$ cat config.mk
export PLATFORM = sky130hd
export DESIGN_NAME = mulu_x3y3_seq
export DESIGN_NICKNAME = d
export VERILOG_FILES = /design/src/rtl/mulu_x3y3_seq.sv
export SDC_FILE = /design/constraint.sdc
export NUM_CORES = 1
export LEC_CHECK = 0
export ABC_AREA = 1
export BUFFER_PORTS_ARGS = -buffer_cell sky130_fd_sc_hd__buf_2
export CAP_MARGIN = 20
export CORE_MARGIN = 2
export CORE_UTILIZATION = 44
export DETAILED_ROUTE_END_ITERATION = 10
export PLACE_DENSITY = 0.77
export SKIP_LAST_GASP = 1
export SYNTH_ARGS = -nofsm -noshare
export SYNTH_HDL_FRONTEND = slang
export SYNTH_SLANG_ARGS = --single-unit
export TNS_END_PERCENT = 5
$ cat constraint.sdc
create_clock -name clk -period 1.08 [get_ports clk]
set_input_delay 0.054 -clock clk [delete_from_list [all_inputs] [get_ports clk]]
set_output_delay 0.054 -clock clk [all_outputs]
set_load 0.01 [all_outputs]
$ cat src/rtl/mulu_x3y3_seq.sv
`default_nettype none
// ============================================================================
// Module   : mulu_x3y3_seq
// Purpose  : Sequencing / result-capture stage around the combinational 3x3
//            unsigned multiplier core. Accepts an operand pair over a
//            valid/ready handshake, drives the core from registers, waits a
//            programmable settle time, captures the product and offers it
//            downstream over a second valid/ready handshake.
// Options  : MULU_ACCUM_EN - adds an ACC_WIDTH-bit wrapping accumulator and
//            the acc_clr port; out_p then carries the running sum.
// Revision : 1.0 - initial release
// ============================================================================
module mulu_x3y3_seq #(
  parameter int X_WIDTH       = 3,
  parameter int Y_WIDTH       = 3,
  parameter int P_WIDTH       = 6,
  parameter int SETTLE_CYCLES = 2,
  parameter int ACC_WIDTH     = 8
) (
  input  logic               clk,
  input  logic               rst,
  input  logic               in_valid,
  output logic               in_ready,
  input  logic [X_WIDTH-1:0] in_x,
  input  logic [Y_WIDTH-1:0] in_y,
  output logic [X_WIDTH-1:0] mul_x,
  output logic [Y_WIDTH-1:0] mul_y,
  input  logic [P_WIDTH-1:0] mul_p,
  output logic               out_valid,
  input  logic               out_ready,
`ifdef MULU_ACCUM_EN
  output logic [ACC_WIDTH-1:0] out_p,
  input  logic                 acc_clr
`else
  output logic [P_WIDTH-1:0]   out_p
`endif
);

  // Reject configurations the stage cannot honour (4-bit counter, core width).
  if (SETTLE_CYCLES < 1 || SETTLE_CYCLES > 15 || ACC_WIDTH < P_WIDTH ||
      P_WIDTH != X_WIDTH + Y_WIDTH) begin : g_bad_params
    $error("mulu_x3y3_seq: illegal parameter combination");
  end

  typedef enum logic [1:0] {
    IDLE   = 2'd0,
    SETTLE = 2'd1,
    HOLD   = 2'd2
  } state_t;

  localparam logic [3:0] CNT_LOAD = 4'(SETTLE_CYCLES - 1);

  state_t     state;
  logic [3:0] cnt;
  logic       capture;

  // Capture happens on the last settle edge, when the countdown has expired.
  assign capture = (state == SETTLE) && (cnt == 4'd0);

`ifdef MULU_ACCUM_EN
  logic [ACC_WIDTH-1:0] acc;
  logic [ACC_WIDTH-1:0] acc_base;
  logic [ACC_WIDTH-1:0] result_next;

  // A clear coinciding with capture restarts the sum from this product.
  assign acc_base    = acc_clr ? '0 : acc;
  assign result_next = acc_base + ACC_WIDTH'(mul_p);

  // Accumulator: add on capture, otherwise clear on request; wraps silently.
  always_ff @(posedge clk or posedge rst) begin
    if (rst) begin
      acc <= '0;
    end else if (capture) begin
      acc <= result_next;
    end else if (acc_clr) begin
      acc <= '0;
    end
  end
`else
  logic [P_WIDTH-1:0] result_next;

  assign result_next = mul_p;
`endif

  // Control FSM with registered handshake outputs, operand and result regs.
  always_ff @(posedge clk or posedge rst) begin
    if (rst) begin
      state     <= IDLE;
      cnt       <= 4'd0;
      in_ready  <= 1'b1;
      out_valid <= 1'b0;
      out_p     <= '0;
      mul_x     <= '0;
      mul_y     <= '0;
    end else begin
      case (state)
        IDLE: begin
          if (in_valid) begin
            mul_x    <= in_x;
            mul_y    <= in_y;
            cnt      <= CNT_LOAD;
            in_ready <= 1'b0;
            state    <= SETTLE;
          end
        end
        SETTLE: begin
          if (capture) begin
            out_p     <= result_next;
            out_valid <= 1'b1;
            state     <= HOLD;
          end else begin
            cnt <= cnt - 4'd1;
          end
        end
        HOLD: begin
          // No bypass: the next operand is taken only after a full IDLE cycle.
          if (out_ready) begin
            out_valid <= 1'b0;
            in_ready  <= 1'b1;
            state     <= IDLE;
          end
        end
        default: begin
          state     <= IDLE;
          cnt       <= 4'd0;
          in_ready  <= 1'b1;
          out_valid <= 1'b0;
        end
      endcase
    end
  end

endmodule
`default_nettype wire

# Word level (Yosys, flattened, before mapping)
# Index checks and enable logic that the tools add are counted.
# word_totals
regBits	20
inputBits	16
out_inout_bits	14
word_cells	39
# op_classes
add_sub_neg	1
eq_ne	6
n_mux	13
bitwise	3
n_reduce_logical	9
# ops
operator	count
$pmux 4 s3	1
$reduce_and 3->1	4
$mux 4	2
$ne 2x2->1 const B	4
$mux 2	3
$pmux 1 s3	2
$pmux 2 s3	1
$logic_not 4->1	1
$mux 1	4
$reduce_and 2->1	2
$sub 4x1->4 const B	1
$not 1->1	3
$eq 2x1->1 const B	1
$eq 2x2->1 const B	1
$logic_not 2->1	1
$logic_and 1x1->1	1

# Depth between registers and ports, before layout
# logic_depth
word_depth	4
depth_mapped	7
depth_no_buf	7

# Worst setup path after synthesis
# Ideal clock, no wire load.
# synth_timing
path_type	reg2reg
from	register cnt[0]
to	register out_p[0]
setup_ps	118
t_arrival_ps	1056
t_required_ps	962
slack_ps	-93
stages_incl_launch_ff	7
n_path_buf	1
synth_period_minus_slack_ps	1173
path_cell_list	dfrtp_1 > inv_1 > ha_1 > nand3_2 > buf_6 > nand2_1 > o21ai_2
# synth_between
elab_chain_cells	3
# synth_lines
element	line	rtl
start, declared	54	logic [3:0] cnt;
start signal, assigned	112	cnt <= cnt - 4'd1;
$logic_not 4->1	58	assign capture = (state == SETTLE) && (cnt == 4'd0);
$logic_and 1x1->1	58	
$reduce_and 2->1 (no line)	-	
end signal, assigned	108	out_p <= result_next;
end, declared	35	output logic [P_WIDTH-1:0] out_p
# No other way between the ends.
# A chain may end at the register's enable or synchronous reset.

# Worst setup path in the final report
# layout_timing
from	register cnt[1]
to	register cnt[2]
# layout_between
elab_chain_cells	4
word_cells_on_any_way	7
cone_classes	add/sub (1); eq/ne (1); mux (2); reduce/logical (3)
# layout_lines
element
parallel branches: the longest is 4 deep, another holds $sub 4x1->4
# Parallel ways; which one is timed is not known. The select of a mux whose other input is x is not followed.

==> summary.txt <==
Placed design
  • HPWL Detailed: between 1000 and 1500 µm
  • Placed cell count: 173
  • Port Buffer Count: 29
  • GPL Wtd Cong: roughly 0.78
  • Cell Area, Placed: approximately 0.0012 mm²
  • DP Worst Slack: -0.1090 ns

Worst setup path
  • CP endpoint kind: flop
  • Critical Path Max Stage Delay: 0.42 ns
  • WP buf/inv: 2
  • Reg2reg path depth: 6
  • WP data required: approximately 1.3 ns
  • Beginning of the critical path: cnt[1]
  • Crit path launch type: flop
  • Worst r2r dst: cnt[2]
  • CP Max Fanout: 2
  • Data arrival time of the worst path: 1.42 ns
  • Slowest CP cell: dfrtp_1
  • Cell Chain, Critical Path: inv_2, buf_6, ha_4, xor2_1, nand2_1, o21ai_1
  • Crit Reg-Reg Startpoint: cnt[1]
  • Cell family with most CP delay: flip-flops
  • Critical path class: flop to flop
  • R2R setup slack: -0.09 ns

Logic synthesis
  • Post-synth top area cell: dfrtp_1
  • Syn avg cell area: around 9 µm²
  • Main combinational cell family by area after synthesis: simple AND/OR/NAND/NOR gates
  • Share of async-settable or async-resettable flops after synthesis: 1.000
  • Synth top area cells: dfrtp_1, nand2_1, o21ai_2
  • Post-synthesis cell count: 105
  • Number of synthesized flops with an enable pin: 0
  • Netlist cell types: 19
  • Mapped Nets: ~120
  • Flip-flop and latch count after synthesis: 20
  • Synth warn: 0
  • Sequential fraction of the synthesis area: 0.5419
  • Count leader, synth: nand2_1
  • Synth top area share: 0.5135
  • Synthesized area: a little over 900 µm²
  • Simple-gate share of the synthesized area: 0.2338
  • Adder-Cell Fraction of Synth Area: 0.02703
  • Post-synth top flop: dfrtp_1
  • Synth Area in XOR/XNOR: 0.009459
  • Mux share of post-synthesis cell area: 0
  • Compound-Gate Fraction of Synth Area: 0.1108
  • Most frequent cells after synthesis: nand2_1, dfrtp_1, inv_1

Die
  • Die Area: about 0.0025 mm²
  • Die Ht: ~50 µm
  • Core ar.: around 0.0020 mm²
  • Chip width: around 50 µm
  • IO Count: 30
  • Site row count: 16
  • Initial Util: 0.4672

Cells and area
  • Area Growth Syn to Fin: 60.81%
  • Layout cells sized above 1: 0.4379
  • Final Net Count: 188
  • Fin cells: around 200
  • N_diodes: 0
  • Final non-filler cell area: ~0.0015 mm²
  • Fill cells: 144

Drt
  • Routed wl met3: around 80 µm
  • Routed WL: between 2000 and 3000 µm
  • Via count: a little over 900
  • Antenna viol nets, final: 0
  • Top Metal Used: met4
  • Drt first pass iters: 4
  • Starting DRT DRC Count: 6
  • Routed wire length on met2: roughly 1400 µm
  • Wl on met1: 1030 µm
  • DRC Markers: 0
  • Avg Vias per Cell: 4.714
  • Drt wl/cell: 13.03 µm

Hold path
  • Hold wc startpoint: in_valid
  • Hold endpoint: mul_x[2]
  • Worst Hold Depth: 3
  • Min-delay worst type: primary input to flop

STA
  • Final setup violation count: 17
  • RSZ-0062 raised after global routing: true
  • Final worst slack: -0.08844 ns
  • Sum of negative setup slack: -1.138 ns
  • Clock Skews: 0.002090 ns
  • Final-report max-slew violation count: 0
  • Actual slew at the worst max-slew pin: between 0.2 and 0.3 ns
  • Max-slew headroom: 0.8317
  • Tmin final: between 1 and 1.5 ns
  • Highest clock rate: about 860 MHz
  • Final hold vios: 0
  • Final Cycle Share: 1.082

Global route
  • Overall Global Routing Usage: 0.2335
  • Initial antenna violation count: 0
  • Vias in the first global route: roughly 970
  • First-pass GRT wire length: about 4400 µm
  • Largest net degree at the start of global routing: 21
  • Global route total overflow: 0

Job
  • Max-cap check violation count: 0

Clocking
  • CTS Buffer Depth: 2
  • Clock root buffer: clkbuf_4
  • CTS Sinks: 20
  • H-tree levels: 1
  • TritonCTS clock tree: built
  • Cts bufs inserted: 3
  • Reg clk slew, reported paths: between 0.1 and 0.15 ns
  • Worst-skew pair later-pin latency: between 0.3 and 0.4 ns

Status
  • Status: finished with violations
  • Violated checks: negative setup slack

Power and ir drop
  • IR drop worst, VDD: 1.938 mV
  • Pwr Density: about 2900 mW/mm²
  • Leak: slightly below 0.8 nW
flip-flops by register name (all words and copies together), names as in the netlist:
register / cells
mul_y: 3
out_valid: 1
mul_x: 3
in_ready: 1
state: 2
out_p: 6
cnt: 4
per-stage QoR:
stage               total power [mW]  hold WS (ns)    util
floorplan                      2.477       0.01709       -
global placement               3.162       0.08618  0.6124
detailed placement             3.243       0.09642  0.6124
CTS                            4.132       0.05810  0.7380
global route                   4.582       0.08063  0.7513
finish                         4.267       0.06502  0.7513
power by group:
part | switching [mW] | internal (mW)
clock network | 0.254 | 0.376
registers | 0.214 | 1.11
logic | 1.24 | 1.08
how the worst max path moves through the flow:
stage	slack [ns]	to	cells after the start
after floorplan	0.007	out_p[0]	5
after global placement	-0.08	cnt[0]	5
after detailed placement	-0.11	cnt[0]	5
after CTS	-0.06	cnt[0]	6
after global routing	-0.17	cnt[0]	6
final	-0.09	cnt[2]	6
per-layer routing:
metal / global-route usage / up-vias
met4: 0.08333 / 0
met3: 0.02727 / 5
met2: 0.4378 / 18
li1: - / 457
met5: 0 / -
met1: 0.2697 / 444
final cells by class:
| class | count | area (µm²) | share of cell area |
|---|---|---|---|
| Clock buffer | 3 | 22.52 | 0.01513 |
| Clock inverter | 1 | 30.03 | 0.02017 |
| Inverter | 14 | 52.55 | 0.03529 |
| Multi-Input combinational cell | 70 | 419.2 | 0.2815 |
| Sequential cell | 20 | 503.0 | 0.3378 |
| Tap cell | 27 | 33.78 | 0.02269 |
| Timing Repair Buffer | 61 | 427.9 | 0.2874 |
kinds of logic after synthesis:
kind of cell,Yosys count
compound gates,16
xor+xnor,1
fa+ha+maj,2
buf+inv,16
flops,20
simple gates,50
cell usage in the layout (no fill, tap or decap):
cell,instances
a21oi_1,1
buf_2,29
buf_4,16
buf_6,2
bufinv_16,1
clkbuf_4,3
dfrtp_1,18
dfrtp_2,1
dfstp_2,1
dlygate4sd3_1,14
ha_4,2
inv_1,11
inv_2,3
nand2_1,32
nand2_2,2
nand2_4,1
nand3_1,8
nand3_2,1
nand3_4,1
nor2_1,2
nor2_2,2
nor2_4,2
o21ai_0,4
o21ai_1,4
o21ai_2,7
xor2_1,1
worst reg2reg max path: cells and delay by family, from the launching register on:
| family | cells | cell delay [ns] |
|---|---|---|
| compound gates | 1 | 0.14 |
| fa+ha+maj | 1 | 0.12 |
| buf+inv | 2 | 0.20 |
| simple gates | 1 | 0.08 |
| xor+xnor | 1 | 0.15 |
| flops | 1 | 0.42 |
what timing repair did:
item,4_1_cts,5_1_grt
endpoints found under the hold margin,32,0
resized for setup,11,4
hold buffers,14,0
cloned,1,0
setup buffers,3,1
pin swaps,6,4
endpoints found under the setup margin,18,20
No activity file was read; power rests on OpenSTA's default activity.
